## config.mk

```make
export PLATFORM = sky130hd
export DESIGN_NAME = div_arbiter_flat
export DESIGN_NICKNAME = d
export VERILOG_FILES = /design/src/rtl/div_arbiter_if.sv /design/src/rtl/div_arbiter.sv /design/src/flat_wrapper.sv
export SDC_FILE = /design/constraint.sdc
export NUM_CORES = 1
export LEC_CHECK = 0
export BUFFER_PORTS_ARGS = -buffer_cell sky130_fd_sc_hd__buf_4
export CAP_MARGIN = 10
export CORE_AREA = 2 2 130 132
export CTS_BUF_LIST = sky130_fd_sc_hd__clkbuf_8
export CTS_CLUSTER_SIZE = 10
export DETAILED_ROUTE_END_ITERATION = 7
export DIE_AREA = 0 0 132 134
export GPL_TIMING_DRIVEN = 1
export PLACE_DENSITY_LB_ADDON = 0.25
export SLEW_MARGIN = 20
export SYNTH_ARGS = -nofsm -noshare
export SYNTH_HDL_FRONTEND = slang
export SYNTH_SLANG_ARGS = --single-unit
```

## constraint.sdc

```tcl
create_clock -name clk -period 5.3 [get_ports clk]
set_clock_uncertainty 0.15 [all_clocks]
set_input_delay 1.06 -clock clk [delete_from_list [all_inputs] [get_ports clk]]
set_output_delay 1.06 -clock clk [all_outputs]
set_load 0.01 [all_outputs]
```

## src/rtl/div_arbiter_if.sv

```systemverilog
`default_nettype none
// ============================================================================
//  Module   : div_arbiter_if
//  Purpose  : Request/response and divider handshake bundle for div_arbiter.
//  Revision : 1.0  initial release
// ============================================================================
interface div_arbiter_if #(
    parameter int NREQ = 2,
    parameter int ID_W = 1
);
    logic [NREQ-1:0]    req_valid;
    logic [NREQ-1:0]    req_ready;
    logic [NREQ-1:0]    req_signed;
    logic [NREQ*32-1:0] req_x;
    logic [NREQ*32-1:0] req_y;
    logic [NREQ-1:0]    req_flush;
    logic               resp_valid;
    logic               resp_ready;
    logic [ID_W-1:0]    resp_id;
    logic [31:0]        resp_q;
    logic [31:0]        resp_r;
    logic               dv_div;
    logic               dv_signed;
    logic [31:0]        dv_x;
    logic [31:0]        dv_y;
    logic               dv_tready;
    logic [31:0]        dv_s;
    logic [31:0]        dv_r;
    logic               dv_complete;

    // slave: the arbiter itself; master: requesters, consumer and divider
    modport slave (
        input  req_valid, req_signed, req_x, req_y, req_flush, resp_ready,
               dv_tready, dv_s, dv_r, dv_complete,
        output req_ready, resp_valid, resp_id, resp_q, resp_r,
               dv_div, dv_signed, dv_x, dv_y
    );
    modport master (
        output req_valid, req_signed, req_x, req_y, req_flush, resp_ready,
               dv_tready, dv_s, dv_r, dv_complete,
        input  req_ready, resp_valid, resp_id, resp_q, resp_r,
               dv_div, dv_signed, dv_x, dv_y
    );
endinterface
`default_nettype wire

```

## src/rtl/div_arbiter.sv

```systemverilog
`default_nettype none
// ============================================================================
//  Module   : div_arbiter
//  Purpose  : Round-robin sharing of one iterative 32/32 divider between NREQ
//             requesters, with tagged response and per-owner flush.
//             Optional: DIV_ZERO_BYPASS_EN answers y==0 without the divider.
//  Revision : 1.0  initial release
// ============================================================================
module div_arbiter #(
    parameter int NREQ = 2,
    parameter int ID_W = 1
) (
    input  wire            clk,
    input  wire            rst,
    div_arbiter_if.slave   bus
);

    localparam logic [1:0] c_st_idle  = 2'd0;
    localparam logic [1:0] c_st_issue = 2'd1;
    localparam logic [1:0] c_st_wait  = 2'd2;
    localparam logic [1:0] c_st_resp  = 2'd3;

    logic [1:0]      r_state;
    logic [1:0]      w_state_nxt;
    // r_owner doubles as the round-robin pointer: it always holds the last grant
    logic [ID_W-1:0] r_owner;
    logic            r_signed;
    logic [31:0]     r_x;
    logic [31:0]     r_y;
    logic            r_kill;
    logic            r_wait_first;
    logic [31:0]     r_resp_q;
    logic [31:0]     r_resp_r;

    logic [NREQ-1:0] w_cand;
    logic [NREQ-1:0] w_ready;
    logic [ID_W-1:0] w_idx;
    logic [ID_W-1:0] w_gidx;
    logic            w_found;
    logic [31:0]     w_sel_x;
    logic [31:0]     w_sel_y;
    logic            w_sel_s;
    logic            w_flush_own;
    logic            w_take;
    logic            w_capture;
    logic            w_kill_set;
`ifdef DIV_ZERO_BYPASS_EN
    logic            w_bypass;
`endif

    assign w_cand = bus.req_valid & ~bus.req_flush;

    always_comb begin
        w_found = 1'b0;
        w_gidx  = '0;
        w_idx   = r_owner;
        for (int k = 0; k < NREQ; k++) begin
            w_idx = (w_idx == ID_W'(NREQ - 1)) ? '0 : w_idx + ID_W'(1);
            if (!w_found && w_cand[w_idx]) begin
                w_found = 1'b1;
                w_gidx  = w_idx;
            end
        end
    end

    always_comb begin
        w_ready     = '0;
        w_sel_x     = '0;
        w_sel_y     = '0;
        w_sel_s     = 1'b0;
        w_flush_own = 1'b0;
        for (int i = 0; i < NREQ; i++) begin
            if (w_gidx == ID_W'(i)) begin
                w_sel_x = bus.req_x[32*i +: 32];
                w_sel_y = bus.req_y[32*i +: 32];
                w_sel_s = bus.req_signed[i];
                if (r_state == c_st_idle && w_found) begin
                    w_ready[i] = 1'b1;
                end
            end
            if (r_owner == ID_W'(i)) begin
                w_flush_own = bus.req_flush[i];
            end
        end
    end

    always_comb begin
        w_state_nxt = r_state;
        w_take      = 1'b0;
        w_capture   = 1'b0;
        w_kill_set  = 1'b0;
`ifdef DIV_ZERO_BYPASS_EN
        w_bypass    = 1'b0;
`endif
        case (r_state)
            c_st_idle: begin
                if (w_found) begin
                    w_take      = 1'b1;
                    w_state_nxt = c_st_issue;
`ifdef DIV_ZERO_BYPASS_EN
                    if (w_sel_y == 32'd0) begin
                        w_bypass    = 1'b1;
                        w_state_nxt = c_st_resp;
                    end
`endif
                end
            end
            c_st_issue: begin
                // once accepted the op cannot be recalled, so a late flush becomes a kill
                if (bus.dv_tready) begin
                    w_state_nxt = c_st_wait;
                    w_kill_set  = w_flush_own;
                end else if (w_flush_own) begin
                    w_state_nxt = c_st_idle;
                end
            end
            c_st_wait: begin
                w_kill_set = w_flush_own;
                if (!r_wait_first && bus.dv_complete) begin
                    if (r_kill || w_flush_own) begin
                        w_state_nxt = c_st_idle;
                    end else begin
                        w_state_nxt = c_st_resp;
                        w_capture   = 1'b1;
                    end
                end
            end
            default: begin
                if (bus.resp_ready || w_flush_own) begin
                    w_state_nxt = c_st_idle;
                end
            end
        endcase
    end

    always_ff @(posedge clk or posedge rst) begin
        if (rst) begin
            r_state <= c_st_idle;
        end else begin
            r_state <= w_state_nxt;
        end
    end

    always_ff @(posedge clk or posedge rst) begin
        if (rst) begin
            r_owner      <= '0;
            r_signed     <= 1'b0;
            r_x          <= '0;
            r_y          <= '0;
            r_kill       <= 1'b0;
            r_wait_first <= 1'b0;
            r_resp_q     <= '0;
            r_resp_r     <= '0;
        end else begin
            if (w_take) begin
                r_owner  <= w_gidx;
                r_signed <= w_sel_s;
                r_x      <= w_sel_x;
                r_y      <= w_sel_y;
            end
            r_wait_first <= (r_state == c_st_issue) && (w_state_nxt == c_st_wait);
            if (w_state_nxt == c_st_idle) begin
                r_kill <= 1'b0;
            end else if (w_kill_set) begin
                r_kill <= 1'b1;
            end
            if (w_capture) begin
                r_resp_q <= bus.dv_s;
                r_resp_r <= bus.dv_r;
            end
`ifdef DIV_ZERO_BYPASS_EN
            if (w_bypass) begin
                r_resp_q <= 32'hFFFF_FFFF;
                r_resp_r <= w_sel_x;
            end
`endif
        end
    end

    assign bus.req_ready  = w_ready;
    assign bus.resp_valid = (r_state == c_st_resp);
    assign bus.resp_id    = r_owner;
    assign bus.resp_q     = r_resp_q;
    assign bus.resp_r     = r_resp_r;
    assign bus.dv_div     = (r_state == c_st_issue);
    assign bus.dv_signed  = r_signed;
    assign bus.dv_x       = r_x;
    assign bus.dv_y       = r_y;

endmodule
`default_nettype wire

```

## src/flat_wrapper.sv

```systemverilog
// flat-port wrapper written by rule: the top's interface ports become plain ports
module div_arbiter_flat 
#(
    parameter int NREQ = 2,
    parameter int ID_W = 1
)
  (clk, rst, bus_req_valid, bus_req_signed, bus_req_x, bus_req_y, bus_req_flush, bus_resp_ready, bus_dv_tready, bus_dv_s, bus_dv_r, bus_dv_complete, bus_req_ready, bus_resp_valid, bus_resp_id, bus_resp_q, bus_resp_r, bus_dv_div, bus_dv_signed, bus_dv_x, bus_dv_y);
  div_arbiter_if #(.NREQ(NREQ), .ID_W(ID_W)) bus_i ();
  input  wire clk;
  input  wire rst;
  input wire logic [$bits(bus_i.req_valid)-1:0] bus_req_valid;
  input wire logic [$bits(bus_i.req_signed)-1:0] bus_req_signed;
  input wire logic [$bits(bus_i.req_x)-1:0] bus_req_x;
  input wire logic [$bits(bus_i.req_y)-1:0] bus_req_y;
  input wire logic [$bits(bus_i.req_flush)-1:0] bus_req_flush;
  input wire logic [$bits(bus_i.resp_ready)-1:0] bus_resp_ready;
  input wire logic [$bits(bus_i.dv_tready)-1:0] bus_dv_tready;
  input wire logic [$bits(bus_i.dv_s)-1:0] bus_dv_s;
  input wire logic [$bits(bus_i.dv_r)-1:0] bus_dv_r;
  input wire logic [$bits(bus_i.dv_complete)-1:0] bus_dv_complete;
  output wire logic [$bits(bus_i.req_ready)-1:0] bus_req_ready;
  output wire logic [$bits(bus_i.resp_valid)-1:0] bus_resp_valid;
  output wire logic [$bits(bus_i.resp_id)-1:0] bus_resp_id;
  output wire logic [$bits(bus_i.resp_q)-1:0] bus_resp_q;
  output wire logic [$bits(bus_i.resp_r)-1:0] bus_resp_r;
  output wire logic [$bits(bus_i.dv_div)-1:0] bus_dv_div;
  output wire logic [$bits(bus_i.dv_signed)-1:0] bus_dv_signed;
  output wire logic [$bits(bus_i.dv_x)-1:0] bus_dv_x;
  output wire logic [$bits(bus_i.dv_y)-1:0] bus_dv_y;
  assign bus_i.req_valid = bus_req_valid;
  assign bus_i.req_signed = bus_req_signed;
  assign bus_i.req_x = bus_req_x;
  assign bus_i.req_y = bus_req_y;
  assign bus_i.req_flush = bus_req_flush;
  assign bus_i.resp_ready = bus_resp_ready;
  assign bus_i.dv_tready = bus_dv_tready;
  assign bus_i.dv_s = bus_dv_s;
  assign bus_i.dv_r = bus_dv_r;
  assign bus_i.dv_complete = bus_dv_complete;
  assign bus_req_ready = bus_i.req_ready;
  assign bus_resp_valid = bus_i.resp_valid;
  assign bus_resp_id = bus_i.resp_id;
  assign bus_resp_q = bus_i.resp_q;
  assign bus_resp_r = bus_i.resp_r;
  assign bus_dv_div = bus_i.dv_div;
  assign bus_dv_signed = bus_i.dv_signed;
  assign bus_dv_x = bus_i.dv_x;
  assign bus_dv_y = bus_i.dv_y;
  div_arbiter #(.NREQ(NREQ), .ID_W(ID_W)) u_core (.clk(clk), .rst(rst), .bus(bus_i));
endmodule
```

==> flow_summary.toml <==
[global_routing]
grt_overflow = 0
grt_use_total_pct = 19.4
first_global_vias = 5036
grt_max_degree = 88
grt_pass1_wl_mm = 26.8
antenna_found_initial = 0

[pwr]
swShare_pct = 33.3
clkPwrFrac_pct = 19.2
power_density_nw_per_um2 = 560
p_switching_w = 0.00165
p_leak_nw = 4.69
comb_power_share_pct = 43.8
pwr-share-seq_pct = 36.9
ir_worst_vdd_uv = 252
internal-power_w = 0.00330

[drt]
vias_per_cell = 4.78
drc_errors = 0
drt_iter0_markers = 178
wl_per_cell_um = 16.8
routed_wl_mm = 17.3
drtAntennaViolNets = 0
dr.pass1.iters = 4
num_vias = 4898

[clock_tree]
cts_buffers = 17
htree_levels = 4
cts_tree = "done"
cts_resized = 0
cts.clk_slew.worst_paths_ns = 0.07
worstSkewPairLatency_ns = 0.42
clockBufferDepth = 2
clock_sinks = 134
root_buffer = "clkbuf_8"
holdBufCountCts = 0
cts_setup_buffers = 0

[timing]
slew_headroom_pct = 47.7
hold_viol = 0
fin_setup_tns_ns = 0
period_minus_slack_ns = 3.28
finalSetupViolCount = 0
rsz0062_at_grt = "no"
post-route-period-util_pct = 61.9
tightest_slew_ns = 0.784
fmax_mhz = 305
finalMaxSlewViolations = 0

[place]
place_inst = 995
hpwl_mm = 12.7
gp_congestion = 0.846
port-buffer-count = 336

[synthesis]
synth_largest_area_cell = "dfrtp_1"
synthesis.nets = 670
syn_inst = 463
synth_area_sq_um = 5670
yosysTopAreaCellShare_pct = 59.2
yosys_warnings = 0
synth-seq-area-share_pct = 59.2
ys_ff_latch = 134
yosys-top-cells-area = "dfrtp_1 (59%), mux2_4 (11%), a22oi_1 (8.7%), nand2_1 (8.7%), mux2_2 (5.0%)"
yosysUniqueCellTypes = 33
synth_area_per_cell_sq_um = 12.2

[floorplanning]
rows = 47
die_w_um = 132
dieArea_sq_um = 17700
initial_core_util_pct = 34.8
io_pins = 337
die_h_um = 134
core_area_sq_um = 16300

[finish]
diodes = 0
layout.nets = 1002
final_cells = 1025
area_delta_synth_final_pct = 55.9
final_layout_size_suffix_gt1_share_pct = 54.9

[run_status]
status = "complete, no violations"

[critical_path]
critical_path_class = "in -> out"
critPathLaunchType = "primary input"
critical_path_required_ns = 4.09
regToRegSetupSlack_ns = 2.71
end_kind = "primary output"
cp_max_fo = 5
crit_arrival_ns = 2.07

[run]
drv_cap = 0

[worst_hold_path]
min-delay-path-class = "reg -> reg"
## area by class of cell
cell class                      count  area (sq um)
Timing Repair Buffer              341          2570
Sequential cell                   134          3350
Inverter                            4          20.0
Tap cell                          220           275
Fill cell                        1387          7450
Clock buffer                       17           234
Clock inverter                     12           205
Multi-Input combinational cell    297          2180
## per-stage QoR
| step | hold slack [ns] | worst slack, ns | instance area (sq um) | power, W | util [%] |
|---|---|---|---|---|---|
| finish | 0.354 | 2.02 | 8840 | 0.00495 | 54.3 |
| detailed placement | 0.337 | 1.77 | 8380 | 0.00403 | 51.4 |
| global route | 0.371 | 1.90 | 8840 | 0.00526 | 54.3 |
| global placement | 0.338 | 1.95 | 8380 | 0.00397 | 51.4 |
| floorplan | 0.386 | 0.507 | 5670 | 0.00290 | - |
| CTS | 0.360 | 1.99 | 8820 | 0.00501 | 54.1 |
## cell families after synthesis
group,count (synthesis),share of synthesized area [%]
and+or+nand+nor,146,10.3
buffers and inverters,32,2.98
DFF,134,59.2
adders and majority gates,4,0.883
AOI/OAI and AO/OA,81,10.9
muxes,66,15.8
## cell usage after synthesis
master and instances:
nand4b_1 1, nand2b_1 2, o21ai_1 1, dfrtp_1 134
mux2_4 40, a41oi_1 1, o31a_1 1, o2111a_1 1
buf_1 3, o31ai_1 2, mux2i_2 1, nand2_1 132
inv_1 4, buf_6 4, a211oi_2 1, ha_1 4
nand3_1 2, nor3_1 1, or4_1 1, clkbuf_1 8
a21o_1 2, o211a_1 1, buf_2 12, nor2_1 1
and4_1 1, a31o_2 1, a21oi_1 1, a22oi_1 66
mux2_2 25, a31oi_1 2, o32ai_1 1, nor2b_1 5
buf_4 1
## final timing paths
| check | depth (start not counted) | from | to |
|---|---|---|---|
| setup / recovery | 4 | bus_req_flush[0] | bus_req_ready[0] |
| hold / removal | 2 | u_core.bus.dv_y[23] | u_core.bus.dv_y[23] |
| setup reg to reg | 6 | u_core.r_state[0] | u_core.bus.resp_q[12] |
| hold reg to reg | 2 | u_core.bus.dv_y[23] | u_core.bus.dv_y[23] |
| max in group asynchronous | 3 | rst | u_core.bus.resp_q[20] |
| min in group asynchronous | 2 | rst | u_core.bus.dv_y[5] |
## layout by cell type, fill, tap and decap left out, types with 2 or more instances in the layout
cell,synthesis,layout
a21o_1,2,2
a22oi_1,66,66
a31oi_1,2,2
buf_4,1,340
bufinv_16,0,5
clkbuf_8,0,17
clkinv_4,0,3
clkinvlp_4,0,2
dfrtp_1,134,134
ha_1,4,4
inv_1,4,3
inv_6,0,2
mux2_2,25,25
mux2_4,40,40
nand2_1,132,132
nand2b_1,2,2
nor2b_1,5,5
o31ai_1,2,2
## per-layer routing
layer | wire (um) | GRT usage (%) | up-vias
met2 | 8660 | 33.0 | 242
li1 | - | - | 2279
met3 | 1510 | 7.82 | 12
met1 | 6930 | 22.7 | 2365
met4 | 155 | 5.56 | 0
met5 | 0 | 0 | -
## worst max-delay path, stage by stage
cell	delay, ns
buf_4	0.12
nor2b_1	0.43
o211a_2	0.33
buf_4	0.13
## power groups by stage
stage	clock (W)	sequential (W)	combinational (W)
floorplan	0	0.00201	0.000887
global placement	0	0.00182	0.00215
detailed placement	0	0.00182	0.00221
CTS	0.000981	0.00183	0.00220
global route	0.00103	0.00188	0.00235
finish	0.000950	0.00183	0.00217
## state kept, by name (all words and copies together), names as in the netlist
name and cells:
u_core.bus.dv_y 32, u_core.bus.resp_id 1, u_core.bus.dv_x 32, u_core.r_state 2, u_core.bus.dv_signed 1, u_core.r_wait_first 1, u_core.r_kill 1, u_core.bus.resp_q 32
u_core.bus.resp_r 32
(Power assumes the default switching activity.)
